<file path="src/rtl/scr1_pipe_lsu_mo_pkg.sv">
// Shared types for the multi-outstanding LSU: EXU command, exception cause, DMEM interface enums.
package scr1_pipe_lsu_mo_pkg;

  typedef enum logic [3:0] {
    SCR1_LSU_CMD_NONE = 4'd0,
    SCR1_LSU_CMD_LB   = 4'd1,
    SCR1_LSU_CMD_LH   = 4'd2,
    SCR1_LSU_CMD_LW   = 4'd3,
    SCR1_LSU_CMD_LBU  = 4'd4,
    SCR1_LSU_CMD_LHU  = 4'd5,
    SCR1_LSU_CMD_SB   = 4'd6,
    SCR1_LSU_CMD_SH   = 4'd7,
    SCR1_LSU_CMD_SW   = 4'd8
  } type_scr1_lsu_cmd_sel_e;

  typedef enum logic [3:0] {
    SCR1_EXC_CODE_INSTR_MISALIGN    = 4'd0,
    SCR1_EXC_CODE_INSTR_ACCESS_FAULT = 4'd1,
    SCR1_EXC_CODE_ILLEGAL_INSTR     = 4'd2,
    SCR1_EXC_CODE_BREAKPOINT        = 4'd3,
    SCR1_EXC_CODE_LD_ADDR_MISALIGN  = 4'd4,
    SCR1_EXC_CODE_LD_ACCESS_FAULT   = 4'd5,
    SCR1_EXC_CODE_ST_ADDR_MISALIGN  = 4'd6,
    SCR1_EXC_CODE_ST_ACCESS_FAULT   = 4'd7
  } type_scr1_exc_code_e;

  typedef enum logic {
    SCR1_MEM_CMD_RD = 1'b0,
    SCR1_MEM_CMD_WR = 1'b1
  } type_scr1_mem_cmd_e;

  typedef enum logic [1:0] {
    SCR1_MEM_WIDTH_BYTE  = 2'b00,
    SCR1_MEM_WIDTH_HWORD = 2'b01,
    SCR1_MEM_WIDTH_WORD  = 2'b10
  } type_scr1_mem_width_e;

  typedef enum logic [1:0] {
    SCR1_MEM_RESP_NOTRDY = 2'b00,
    SCR1_MEM_RESP_RDY_OK = 2'b01,
    SCR1_MEM_RESP_RDY_ER = 2'b10
  } type_scr1_mem_resp_e;

  // Occupancy counter width; depth never exceeds 4
  localparam int unsigned PEND_CNT_W = 3;

  // Number of address bits selecting a byte lane inside one DMEM beat
  function automatic int unsigned lane_off_w(input int unsigned dwidth);
    return $clog2(dwidth / 8);
  endfunction

endpackage

</file>
<file path="src/rtl/scr1_lsu_pend_fifo.sv">
// In-order queue of issued DMEM transactions: command, lane offset and a per-entry discard mark.
module scr1_lsu_pend_fifo
  import scr1_pipe_lsu_mo_pkg::*;
#(
  parameter int unsigned DEPTH = 2,
  parameter int unsigned OFFW  = 2
) (
  input  logic                   clk,
  input  logic                   rst_n,
  input  logic                   push,
  input  type_scr1_lsu_cmd_sel_e push_cmd,
  input  logic [OFFW-1:0]        push_off,
  input  logic                   pop,
  input  logic                   discard_all,
  output type_scr1_lsu_cmd_sel_e head_cmd,
  output logic [OFFW-1:0]        head_off,
  output logic                   head_discard,
  output logic [PEND_CNT_W-1:0]  count,
  output logic                   full,
  output logic                   empty
);

  localparam int unsigned PTRW = (DEPTH > 1) ? $clog2(DEPTH) : 1;

  type_scr1_lsu_cmd_sel_e cmd_q [DEPTH];
  logic [OFFW-1:0]        off_q [DEPTH];
  logic [DEPTH-1:0]       disc_q;
  logic [PTRW-1:0]        wptr;
  logic [PTRW-1:0]        rptr;
  logic                   push_ok;
  logic                   pop_ok;

  function automatic logic [PTRW-1:0] ptr_inc(input logic [PTRW-1:0] p);
    return (p == PTRW'(DEPTH - 1)) ? '0 : p + PTRW'(1);
  endfunction

  assign full     = (count == PEND_CNT_W'(DEPTH));
  assign empty    = (count == '0);
  assign push_ok  = push & ~full;
  assign pop_ok   = pop & ~empty;

  assign head_cmd     = cmd_q[rptr];
  assign head_off     = off_q[rptr];
  assign head_discard = disc_q[rptr];

  always_ff @(posedge clk, negedge rst_n) begin
    if (!rst_n) begin
      wptr  <= '0;
      rptr  <= '0;
      count <= '0;
    end else begin
      if (push_ok) wptr <= ptr_inc(wptr);
      if (pop_ok)  rptr <= ptr_inc(rptr);
      if (push_ok && !pop_ok)      count <= count + PEND_CNT_W'(1);
      else if (!push_ok && pop_ok) count <= count - PEND_CNT_W'(1);
    end
  end

  // A flush also marks the slot written in the same cycle
  always_ff @(posedge clk, negedge rst_n) begin
    if (!rst_n) begin
      disc_q <= '0;
    end else begin
      for (int unsigned i = 0; i < DEPTH; i++) begin
        if (push_ok && (wptr == PTRW'(i))) disc_q[i] <= discard_all;
        else if (discard_all)              disc_q[i] <= 1'b1;
      end
    end
  end

  always_ff @(posedge clk) begin
    if (push_ok) begin
      cmd_q[wptr] <= push_cmd;
      off_q[wptr] <= push_off;
    end
  end

endmodule

</file>
<file path="src/rtl/scr1_pipe_lsu_mo.sv">
// Load/store unit with up to OUTST_DEPTH in-order DMEM transactions, lane steering and flush.
module scr1_pipe_lsu_mo
  import scr1_pipe_lsu_mo_pkg::*;
#(
  parameter int unsigned XLEN        = 32,
  parameter int unsigned DMEM_AWIDTH = 32,
  parameter int unsigned DMEM_DWIDTH = 32,
  parameter int unsigned OUTST_DEPTH = 2
) (
  input  logic                     clk,
  input  logic                     rst_n,
  input  logic                     exu2lsu_req,
  input  type_scr1_lsu_cmd_sel_e   exu2lsu_cmd,
  input  logic [XLEN-1:0]          exu2lsu_addr,
  input  logic [XLEN-1:0]          exu2lsu_s_data,
  input  logic                     exu2lsu_flush,
  output logic                     lsu2exu_req_ack,
  output logic                     lsu2exu_rdy,
  output logic [XLEN-1:0]          lsu2exu_l_data,
  output logic                     lsu2exu_exc,
  output type_scr1_exc_code_e      lsu2exu_exc_code,
  output logic                     lsu2dmem_req,
  output type_scr1_mem_cmd_e       lsu2dmem_cmd,
  output type_scr1_mem_width_e     lsu2dmem_width,
  output logic [DMEM_AWIDTH-1:0]   lsu2dmem_addr,
  output logic [DMEM_DWIDTH-1:0]   lsu2dmem_wdata,
  output logic [DMEM_DWIDTH/8-1:0] lsu2dmem_be,
  input  logic                     dmem2lsu_req_ack,
  input  logic [DMEM_DWIDTH-1:0]   dmem2lsu_rdata,
  input  type_scr1_mem_resp_e      dmem2lsu_resp
);

  localparam int unsigned OFFW  = lane_off_w(DMEM_DWIDTH);
  localparam int unsigned BEW   = DMEM_DWIDTH / 8;
  localparam int unsigned NWORD = DMEM_DWIDTH / 32;

  type_scr1_mem_width_e   req_size;
  logic                   req_store;
  logic                   cmd_vld;
  logic                   misalign;
  logic [3:0]             size_mask;
  logic [31:0]            store_word;
  logic                   issue;
  logic                   push;
  logic                   pop;
  logic                   resp_valid;
  logic                   mis_exc;
  logic                   full;
  logic                   empty;
  logic [PEND_CNT_W-1:0]  pend_count;
  type_scr1_lsu_cmd_sel_e head_cmd;
  logic [OFFW-1:0]        head_off;
  logic                   head_discard;
  logic                   head_store;
  logic [DMEM_DWIDTH-1:0] rd_shift;
  logic [31:0]            ld_word;
  logic [31:0]            ld_ext;

  // Request decode: access size, direction, alignment, store lane replication
  always_comb begin
    req_size   = SCR1_MEM_WIDTH_WORD;
    req_store  = 1'b0;
    store_word = exu2lsu_s_data[31:0];
    case (exu2lsu_cmd)
      SCR1_LSU_CMD_LB, SCR1_LSU_CMD_LBU: req_size = SCR1_MEM_WIDTH_BYTE;
      SCR1_LSU_CMD_LH, SCR1_LSU_CMD_LHU: req_size = SCR1_MEM_WIDTH_HWORD;
      SCR1_LSU_CMD_SB: begin
        req_size   = SCR1_MEM_WIDTH_BYTE;
        req_store  = 1'b1;
        store_word = {4{exu2lsu_s_data[7:0]}};
      end
      SCR1_LSU_CMD_SH: begin
        req_size   = SCR1_MEM_WIDTH_HWORD;
        req_store  = 1'b1;
        store_word = {2{exu2lsu_s_data[15:0]}};
      end
      SCR1_LSU_CMD_SW: req_store = 1'b1;
      default: ;
    endcase
    case (req_size)
      SCR1_MEM_WIDTH_BYTE:  size_mask = 4'h1;
      SCR1_MEM_WIDTH_HWORD: size_mask = 4'h3;
      default:              size_mask = 4'hF;
    endcase
  end

  assign cmd_vld    = (exu2lsu_cmd != SCR1_LSU_CMD_NONE);
  assign misalign   = cmd_vld & (((req_size == SCR1_MEM_WIDTH_HWORD) & exu2lsu_addr[0])
                               | ((req_size == SCR1_MEM_WIDTH_WORD) & (|exu2lsu_addr[1:0])));
  assign issue      = exu2lsu_req & cmd_vld & ~misalign & ~full & ~exu2lsu_flush;
  assign push       = issue & dmem2lsu_req_ack;
  assign resp_valid = (dmem2lsu_resp == SCR1_MEM_RESP_RDY_OK) | (dmem2lsu_resp == SCR1_MEM_RESP_RDY_ER);
  assign pop        = resp_valid & ~empty;
  // Misaligned requests wait for the queue to drain so exceptions stay in program order
  assign mis_exc    = exu2lsu_req & misalign & empty;
  assign head_store = head_cmd inside {SCR1_LSU_CMD_SB, SCR1_LSU_CMD_SH, SCR1_LSU_CMD_SW};

  scr1_lsu_pend_fifo #(
    .DEPTH (OUTST_DEPTH),
    .OFFW  (OFFW)
  ) u_pend (
    .clk          (clk),
    .rst_n        (rst_n),
    .push         (push),
    .push_cmd     (exu2lsu_cmd),
    .push_off     (exu2lsu_addr[OFFW-1:0]),
    .pop          (pop),
    .discard_all  (exu2lsu_flush),
    .head_cmd     (head_cmd),
    .head_off     (head_off),
    .head_discard (head_discard),
    .count        (pend_count),
    .full         (full),
    .empty        (empty)
  );

  // Load data: align the head lane to bit 0, then extend
  always_comb begin
    rd_shift = dmem2lsu_rdata >> {head_off, 3'b000};
    ld_word  = rd_shift[31:0];
    case (head_cmd)
      SCR1_LSU_CMD_LB:  ld_ext = {{24{ld_word[7]}}, ld_word[7:0]};
      SCR1_LSU_CMD_LBU: ld_ext = {24'h0, ld_word[7:0]};
      SCR1_LSU_CMD_LH:  ld_ext = {{16{ld_word[15]}}, ld_word[15:0]};
      SCR1_LSU_CMD_LHU: ld_ext = {16'h0, ld_word[15:0]};
      SCR1_LSU_CMD_LW:  ld_ext = ld_word;
      default:          ld_ext = '0;
    endcase
  end

  // Outputs are held at zero while reset is asserted
  always_comb begin
    lsu2dmem_req     = 1'b0;
    lsu2dmem_cmd     = SCR1_MEM_CMD_RD;
    lsu2dmem_width   = SCR1_MEM_WIDTH_BYTE;
    lsu2dmem_addr    = '0;
    lsu2dmem_wdata   = '0;
    lsu2dmem_be      = '0;
    lsu2exu_req_ack  = 1'b0;
    lsu2exu_rdy      = 1'b0;
    lsu2exu_l_data   = '0;
    lsu2exu_exc      = 1'b0;
    lsu2exu_exc_code = SCR1_EXC_CODE_INSTR_MISALIGN;
    if (rst_n) begin
      lsu2dmem_req    = issue;
      lsu2dmem_cmd    = req_store ? SCR1_MEM_CMD_WR : SCR1_MEM_CMD_RD;
      lsu2dmem_width  = req_size;
      lsu2dmem_addr   = DMEM_AWIDTH'(exu2lsu_addr);
      lsu2dmem_wdata  = {NWORD{store_word}};
      lsu2dmem_be     = BEW'(size_mask) << exu2lsu_addr[OFFW-1:0];
      lsu2exu_req_ack = push;
      if (pop && !head_discard) begin
        lsu2exu_rdy    = 1'b1;
        lsu2exu_l_data = XLEN'(ld_ext);
        if (dmem2lsu_resp == SCR1_MEM_RESP_RDY_ER) begin
          lsu2exu_exc      = 1'b1;
          lsu2exu_exc_code = head_store ? SCR1_EXC_CODE_ST_ACCESS_FAULT : SCR1_EXC_CODE_LD_ACCESS_FAULT;
        end
      end else if (mis_exc) begin
        lsu2exu_exc      = 1'b1;
        lsu2exu_exc_code = req_store ? SCR1_EXC_CODE_ST_ADDR_MISALIGN : SCR1_EXC_CODE_LD_ADDR_MISALIGN;
      end
    end
  end

  stray_resp_cov: cover property (@(posedge clk) disable iff (!rst_n)
    resp_valid && (pend_count == '0));

endmodule

</file>
<file path="config.mk">
export PLATFORM = sky130hd
export DESIGN_NAME = scr1_pipe_lsu_mo
export DESIGN_NICKNAME = d
export VERILOG_FILES = /design/src/rtl/scr1_pipe_lsu_mo_pkg.sv /design/src/rtl/scr1_lsu_pend_fifo.sv /design/src/rtl/scr1_pipe_lsu_mo.sv
export SDC_FILE = /design/constraint.sdc
export NUM_CORES = 1
export LEC_CHECK = 0
export ABC_AREA = 1
export CORE_AREA = 4 4 81 83
export CTS_CLUSTER_DIAMETER = 60
export DETAILED_ROUTE_END_ITERATION = 6
export DIE_AREA = 0 0 85 87
export DONT_BUFFER_PORTS = 1
export SYNTH_ARGS = -nofsm -noshare
export SYNTH_HDL_FRONTEND = slang
export SYNTH_HIERARCHICAL = 1
export SYNTH_SLANG_ARGS = --single-unit
export TNS_END_PERCENT = 50
</file>
<file path="constraint.sdc">
create_clock -name clk -period 6.6 [get_ports clk]
set_clock_uncertainty 0.2 [all_clocks]
set_input_delay 0.33 -clock clk [delete_from_list [all_inputs] [get_ports clk]]
set_output_delay 0.33 -clock clk [all_outputs]
set_load 0.005 [all_outputs]
</file>
## After elaboration in Yosys (flattened, before gate mapping)

Memories as Yosys holds them, arrays and structs flattened.
Index checks and enable logic that the tools add are counted.

| word-level totals | value |
|---|---|
| register bits after elaboration | 7 |
| memory bits (writable) | 12 |
| input port bits | 107 |
| memories | 2 |

| cells by class | value |
|---|---|
| $add $sub $neg | 4 |
| $lt $le $gt $ge | 1 |
| equal/unequal tests | 20 |
| shift-type cells | 2 |
| mux-type cells | 38 |
| bitwise logic cells | 20 |
| reduce and logical (&&, ||, !) cells | 19 |

Memory list:

| memory | words | width | rd ports | clocked after Yosys merged registers in | write ports | line | text |
|---|---|---|---|---|---|---|---|
| u_pend.cmd_q | 2 | 4 | 1 | 0 | 1 | scr1_lsu_pend_fifo.sv:25 | `type_scr1_lsu_cmd_sel_e cmd_q [DEPTH];` |
| u_pend.off_q | 2 | 2 | 1 | 0 | 1 | scr1_lsu_pend_fifo.sv:26 | `logic [OFFW-1:0] off_q [DEPTH];` |

Operators by type and width:

| cell | count |
|---|---|
| 32-bit one-hot mux with 5 select lines | 1 |
| 32-bit 2-to-1 mux | 4 |
| 32-bit one-hot mux with 2 select lines | 1 |
| 4-bit by 3-bit equality test with 1-bit output, second input constant | 8 |
| 32-bit by 5-bit right shift with 32-bit output | 1 |
| 1-bit 2-to-1 mux | 20 |
| 1-bit bitwise AND | 13 |
| 4-bit by 2-bit equality test with 1-bit output, second input constant | 3 |
| 3-bit 2-to-1 mux | 4 |
| 4-bit 2-to-1 mux | 3 |
| 3-bit OR reduction | 3 |
| 4-bit by 1-bit equality test with 1-bit output, second input constant | 2 |
| 4-bit equality test, second input constant | 2 |
| 4-bit one-hot mux with 2 select lines | 1 |
| 2-bit 2-to-1 mux | 3 |
| 2-bit nonzero test | 3 |
| 1-bit logical AND | 5 |
| 1-bit inverter | 5 |
| 2-bit by 1-bit equality test with 1-bit output, second input constant | 2 |
| 2-bit equality test, second input constant | 2 |
| 2-bit one-hot mux with 2 select lines | 1 |
| 4-bit nonzero test | 1 |
| 4-bit by 2-bit << shifter with 4-bit output | 1 |
| 3-bit by 1-bit adder with 3-bit output, second input constant | 1 |
| other kinds (10) | 14 |

## Depth between registers and ports, before layout

Gate-level depths: netlist of run 1.

| logic depth | value |
|---|---|
| depth in word-level cells | 17 |
| mapped depth | 18 |

## Cells and area by module

The synthesis of run 1 kept the hierarchy.

Modules (own cells, without submodules):

| module | times used | cells an instance | area each (um^2) | sequential area each (um^2) |
|---|---|---|---|---|
| scr1_pipe_lsu_mo | 1 | 468 | 2037.0 | 0.0 |
| scr1_lsu_pend_fifo | 1 | 81 | 854.6 | 535.5 |

## Worst setup path after synthesis of run 1

Ideal clock, no wire load.

| timing path | value |
|---|---|
| path type | register to register |
| start point | register u_pend.count[0] |
| end point | register u_pend.count[2] |
| arrival | 2.119 ns |
| required time | 6.283 ns |
| setup slack | 4.164 ns |
| cell stages (with the launch flop) | 17 |
| cells stage by stage | dfrtp_1 nor2_4 nand2_4 inv_2 nor2_1 and3_1 nand2_1 nor2_1 nand2_2 inv_1 ha_1 inv_2 fa_1 nand2_1 nand3_1 nand2_1 nand2_1 |

| on the way | value |
|---|---|
| word-level cells in the longest chain between the ends | 9 |

RTL lines:

| what | line | text |
|---|---|---|
| from (decl) | scr1_lsu_pend_fifo.sv:18 | `output logic [PEND_CNT_W-1:0] count,` |
| from (signal assigned) | scr1_lsu_pend_fifo.sv:54 | `if (push_ok && !pop_ok) count <= count + PEND_CNT_W'(1);` |
| from (signal assigned) | scr1_lsu_pend_fifo.sv:55 | `else if (!push_ok && pop_ok) count <= count - PEND_CNT_W'(1);` |
| 3-bit by 2-bit equality test with 1-bit output * | scr1_lsu_pend_fifo.sv:37 | `assign full = (count == PEND_CNT_W'(DEPTH));` |
| via full | scr1_pipe_lsu_mo.sv:48 | `logic full;` |
| 1-bit inverter * | scr1_pipe_lsu_mo.sv:90 | `assign issue = exu2lsu_req & cmd_vld & ~misalign & ~full & ~exu2lsu_flush;` |
| 1-bit bitwise AND * (2 in series) | scr1_pipe_lsu_mo.sv:90 |  |
| 1-bit bitwise AND * | scr1_pipe_lsu_mo.sv:91 | `assign push = issue & dmem2lsu_req_ack;` |
| via push | scr1_pipe_lsu_mo.sv:44 | `logic push;` |
| 1-bit bitwise AND * | scr1_lsu_pend_fifo.sv:39 | `assign push_ok = push & ~full;` |
| 1-bit logical NOT | scr1_lsu_pend_fifo.sv:55 |  |
| 1-bit logical AND | scr1_lsu_pend_fifo.sv:55 |  |
| 2-bit nonzero test (no source line) | -- |  |

Mark *: on every way through the listed nets, which the timed path passes. The rest lies on a longest branch. The select of a mux whose other input is x is not followed.
A chain may end at the register's enable or synchronous reset.

## Worst setup path after layout of run 1

| timing path | value |
|---|---|
| start point | register u_pend.rptr |
| end point | output lsu2exu_l_data[11] |

RTL lines:

| what | line | text |
|---|---|---|
| from (decl) | scr1_lsu_pend_fifo.sv:29 | `logic [PTRW-1:0] rptr;` |
| from (signal assigned) | scr1_lsu_pend_fifo.sv:53 | `if (pop_ok) rptr <= ptr_inc(rptr);` |
| memory 2 x 2 bit | -- |  |
| via head_off[0] | scr1_pipe_lsu_mo.sv:52 | `logic [OFFW-1:0] head_off;` |
| 32-bit by 5-bit right shift with 32-bit output | scr1_pipe_lsu_mo.sv:119 | `rd_shift = dmem2lsu_rdata >> {head_off, 3'b000};` |
| 32-bit one-hot mux with 5 select lines | scr1_pipe_lsu_mo.sv:121 | `case (head_cmd)` |
| 32-bit 2-to-1 mux | scr1_pipe_lsu_mo.sv:152 | `if (pop && !head_discard) begin` |
| 32-bit 2-to-1 mux | scr1_pipe_lsu_mo.sv:144 | `if (rst_n) begin` |
| to (decl) | scr1_pipe_lsu_mo.sv:19 | `output logic [XLEN-1:0] lsu2exu_l_data,` |

The timed path passes the listed nets, and every way through them passes these cells. The select of a mux whose other input is x is not followed.

==> results.ini, run 1 <==
[setup_path]
crit_top_cell=nand2_1
required_ps=6070
max_stage_delay_ps=870
worstSetupStartpointType=flop
cp-end-kind=output pin
worstPathMaxFanout=30
cpMaxStageDelayCell=inv_1
arrival_ps=3450
critPathKind=flop to output pin
path_cells=inv_1 > nand2_1 > nand2_1 > inv_1 > nand2_1 > nand3_1 > nand3_2 > a21oi_1

[finish]
fin_cells=606
layout_common_cells=nand2_1, inv_1, nor2_1, nand3_1, o21ai_0
drive_gt1_share_pct=5.08
final_nets=642
utilization_pct=50.3
syn2layout_area_growth_pct=1.69
nFillCells=665
layout_commonest_cell=nand2_1
n_antenna_cell=0

[yosys]
synthCells=549
synth.distinct_cells=33
synthTopCellsByArea=nand2_1, edfxtp_1, inv_1
ys_warn_count=6
synth_seq_cells=19
yosysTopAreaCell=nand2_1
avgSynthCellArea_um2=5.27
syn_area_mm2=0.00289
synth_nets=659
ys_seq_area_share_pct=18.5
synth_top_area_share_pct=25.1

[sta]
worstMarginPinSlew_ps=883
rsz0062_at_grt=no
fin_tns_setup_ps=0
min_period_ps=3980
setup_viol=0
max_freq_ghz=0.251
fin_ws_ps=2620
final_hold_viol_count=0
min_period_over_period_pct=60.3
slew_headroom_pct=41.0
final-max-slew-violation-count=0

[placed_design]
dpl.hpwl_um=8130
dp.cells=594
place_congestion=0.947
dp_slack_ps=3020
numPortBuffers=0

[routing]
routed_wl_um=10000
vias=3242
drc_errors=0
first_iter_violations=255
avgRoutedWirePerCell_um=16.5
ant_nets=0
first_pass_iters=5
viasPerCell=5.35

[power]
irDropWorstVdd_mv=0.125
p_per_area_mw_per_mm2=238
p_leak_nw=1.84

[die]
die_x_um=85
initial_utilization_pct=49.4
row_count=28
die_area_mm2=0.00740
dieHeight_um=87
core-area_mm2=0.00585
ioPinCount=218

[cts]
htreeDepth=1
cts.reportedPaths.clkPinSlew_ps=80
cts_buffer_depth=2
cts_tree=done
cts_buffers=3
cts_root_buffer=clkbuf_8
clock-sinks=19
clk_latency_ps=260
post-cts-setup-buffers=0

[global_route]
grt-busiest-layer=met2
grt_pass1_wl_um=15100
antenna_found_initial=0
gr-usage-met2_pct=38.7
gr-total-overflow=0
grt_pass1_vias=2847
grt_use_met3_pct=6.62
track_usage_pct=25.0
met1_usage_pct=35.9
grt_max_degree=53

[flow_run]
max_cap_viol_count=0

[status]
outcome=completed

[min_path]
hp-class=input pin to asynchronous set/reset pin

area by class of cell:
cell class,instances,area (µm²),area share (%)
timing repair buffer,8,80.1,2.72
multi-input combinational,407,1830,62.3
clock buffer,3,41.3,1.40
sequential,19,536,18.2
clock inverter,1,7.51,0.255
inverter,93,350,11.9
tap,75,93.8,3.19
critical path, delay by kind of cell (launching register included):
kind / cells / cell delay, ps
flip-flops: 1 / 480
AO/OA/AOI/OAI: 1 / 380
buffers and inverters: 2 / 1050
AND/OR/NAND/NOR: 5 / 1270
repair_timing:
item                      in CTS  in global routing
resized for setup              0                  0
hold endpoints to repair      21                  0
hold buffers                   8                  0
metrics by stage:
stage,hold slack [ps],total power [mW],instance area (µm²)
floorplan,-166,0.563,2890
global placement,-165,0.601,2810
detailed placement,-165,0.607,2810
CTS,190,0.697,2940
global route,232,0.779,2940
finish,195,0.701,2940
final timing paths:
path	from	endpoint	slack (ps)	depth (start not counted)
max	u_pend/rptr	lsu2exu_l_data[11]	2620	8
min reg2reg	u_pend/disc_q[1]	u_pend/disc_q[1]	280	2
min	rst_n	u_pend/rptr	200	1
min in group clk	dmem2lsu_req_ack	u_pend/wptr	200	4
max in group asynchronous	rst_n	u_pend/count[1]	5750	1
max reg2reg	u_pend/count[0]	u_pend/count[2]	3960	16
cells in the mapped netlist, drive strengths merged:
cell type  number
nand3          54
fa              1
nand4           2
edfxtp         12
dfrtp           7
clkbuf          9
nor2           84
ha              2
o22ai           3
clkinv          1
conb            1
xnor2           1
o211ai          1
nor3            3
or2             1
nand2         198
and3            1
a21oi          10
o21ai          43
o21bai          2
buf            21
inv            92
routing by layer:
layer / up-vias / share of wire, %
li1: 1636 / -
met1: 1418 / 42
met2: 177 / 45
met3: 11 / 12
met4: 0 / 0.89
met5: - / 0
registers in the layout, summed over array words and instances, names as in the netlist:
register and count:
u_pend/cmd_q 8, u_pend/off_q 4, u_pend/count 3, u_pend/disc_q 2, u_pend/rptr 1, u_pend/wptr 1
kinds of logic (layout without fill, tap and decap cells):
logic type / after synthesis / count (layout) / share of synthesized area, %
AOI/OAI and AO/OA: 59 / 59 / 10.8
xor gates and xnor gates: 1 / 1 / 0.303
adders and majority gates: 3 / 3 / 1.56
buffers and inverters: 123 / 105 / 18.1
DFF: 19 / 19 / 18.5
other: 1 / 1 / 0.130
and+or+nand+nor: 343 / 343 / 50.6
report_power, final:
part	internal, mW	switching, mW
combinational	0.135	0.308
sequential	0.146	0.0258
clock	0.0427	0.0433
total	0.324	0.377
Note: power is estimated with default switching activity, not from simulation.
==> run 2: changes to the inputs <==
==> constraint.sdc (replaced) <==
create_clock -name clk -period 4.13 [get_ports clk]
set_clock_uncertainty 0.2 [all_clocks]
set_input_delay 0.2065 -clock clk [delete_from_list [all_inputs] [get_ports clk]]
set_output_delay 0.2065 -clock clk [all_outputs]
set_load 0.005 [all_outputs]
==> run 2 against run 1 <==
Against the previous run: cell count up 0.33%; sequential share of layout area down 0.093 points; final area up 0.51%; combinational power up 63%; flip-flop and latch count unchanged; first-iteration DRC count up 0.78%; critical path type unchanged; highest routed layer unchanged.
==> results.ini, run 2 (synthesis results as in run 1) <==
[routing]
first_pass_iters=5  ; unchanged
avgRoutedWirePerCell_um=16.4  ; -0.75%
drc_errors=0  ; unchanged
vias=3267  ; +0.77%
viasPerCell=5.37  ; +0.44%
routed_wl_um=9970  ; -0.42%
ant_nets=0  ; unchanged
first_iter_violations=257  ; +0.78%

[cts]
cts_buffer_depth=2  ; unchanged
cts.reportedPaths.clkPinSlew_ps=80  ; about the same
cts.repair.resized=0  ; unchanged
cts_buffers=3  ; unchanged
cts_tree=done
post-cts-setup-buffers=0  ; unchanged
clock-sinks=19  ; unchanged
clk_latency_ps=260  ; about the same
cts_root_buffer=clkbuf_8
htreeDepth=1  ; unchanged

[finish]
largest_register=u_pend/cmd_q
biggestRegsByFlops=u_pend/cmd_q x8, u_pend/off_q x4, u_pend/count x3
final_nets=644  ; +0.31%
largest_register_ffs=8  ; unchanged
multiInputGateArea_mm2=0.00183  ; unchanged
layout_commonest_cell=nand2_1
syn2layout_area_growth_pct=2.21
n_antenna_cell=0  ; unchanged
drive_gt1_share_pct=5.44  ; +0.36 points
nFillCells=657  ; -1.2%
layout_common_cells=nand2_1, inv_1, nor2_1, nand3_1, o21ai_0
area.sequential_um2=536  ; unchanged

[global_route]
gr-total-overflow=0  ; unchanged
grt_pass1_wl_um=15000  ; -0.64%
grt_pass1_vias=2885  ; +1.3%
grt_max_degree=53  ; unchanged
antenna_found_initial=0  ; unchanged
track_usage_pct=25.1  ; +0.11 points

[sta]
fin_tns_setup_ps=0  ; unchanged
slew_headroom_pct=51.6  ; +11 points
rsz0062_at_grt=no
hold_ws_ps=77.7  ; -118 ps
worstMarginPinSlew_ps=726  ; -157 ps
max_freq_ghz=0.309
setup_viol=0  ; unchanged
final-max-slew-violation-count=0  ; unchanged
final_hold_viol_count=0  ; unchanged
min_period_over_period_pct=78.4
min_period_ps=3240

[setup_path]
worstPathMaxFanout=24  ; -20%
cpMaxStageDelayCell=nand2_1
path_cells=inv_1 > nand2_1 > nand2_1 > inv_2 > nand3_1 > nand3_2 > nand3_1 > nand2_1 > inv_1
reg2regPathDepth=16  ; unchanged
crit_top_cell=nand2_1
critPathKind=flop to output pin
worstSetupStartpointType=flop
required_ps=3720  ; -2350 ps
cp-end-kind=output pin
max_stage_delay_ps=490  ; -380 ps
arrival_ps=2830  ; -620 ps

[placed_design]
dpl.hpwl_um=8160  ; +0.26%
numPortBuffers=0  ; unchanged
place_congestion=0.950  ; +0.32%

[die]
ioPinCount=218  ; unchanged
initial_utilization_pct=49.4  ; unchanged
die_area_mm2=0.00740  ; unchanged
row_count=28  ; unchanged
dieHeight_um=87  ; unchanged
die_x_um=85  ; unchanged
core-area_mm2=0.00585  ; unchanged

[power]
irDropWorstVdd_mv=0.189  ; +51%
p_leak_nw=1.85  ; +0.52%
p_per_area_mw_per_mm2=383  ; +61%

[min_path]
hp-class=input pin to flop
hold_depth=4

[status]
outcome=completed

[flow_run]
max_cap_viol_count=0  ; unchanged

run 2: final timing paths:
path,to,from,slack [ps]
max,lsu2exu_l_data[31],u_pend/rptr,890
min reg2reg,u_pend/disc_q[1],u_pend/disc_q[1],280
max reg2reg,u_pend/count[2],u_pend/count[0],1440
min,u_pend/wptr,dmem2lsu_req_ack,80
min in group asynchronous,u_pend/count[2],rst_n,90
max in group asynchronous,u_pend/count[0],rst_n,3390
run 2: cell type report:
type                    instances  share of cell area, %
inverters                      93                   11.9
flip-flops and latches         19                   18.1
clock inverters                 1                  0.254
repair buffers                 10                   3.22
well taps                      75                   3.18
multi-input cells             407                   62.0
clock buffers                   3                   1.40
run 2: power breakdown:
group / internal [mW] / switching (mW) / leakage [nW]
logic: 0.222 / 0.502 / 1.64
registers: 0.234 / 0.0406 / 0.187
clock network: 0.0680 / 0.0655 / 0.0217
total: 0.524 / 0.608 / 1.85
run 2: metrics by stage:
step | area [µm²] | utilization [%] | total power, mW | instances | setup WS, ps
6_report | 2960 | 50.5 | 1.13 | 608 | 891
5_1_grt | 2960 | 50.5 | 1.25 | 608 | 656
4_1_cts | 2960 | 50.5 | 1.13 | 608 | 978
3_5_place_dp | 2830 | 48.3 | 0.982 | 596 | 1270
3_3_place_gp | 2830 | 48.3 | 0.972 | 596 | 1330
2_1_floorplan | 2890 | - | 0.899 | 549 | 1690
run 2: layer usage:
metal | track usage [%] | wire [µm] | up-vias | share of wire (%)
met5 | 0 | 0 | - | 0
met4 | 3.02 | 36 | 0 | 0.36
met3 | 5.20 | 1140 | 4 | 11
met2 | 41.5 | 4690 | 182 | 47
met1 | 34.8 | 4100 | 1444 | 41
li1 | - | - | 1637 | -
run 2: worst max-delay path: cells and delay by family (launching register included):
family	cells	cell delay, ps
AND/OR/NAND/NOR	6	1500
buffers and inverters	3	600
flip-flops	1	470
run 2: timing repair:
item	in CTS	in global routing
endpoints found under the setup margin	0	0
hold endpoints to repair	21	0
hold buffers	8	0
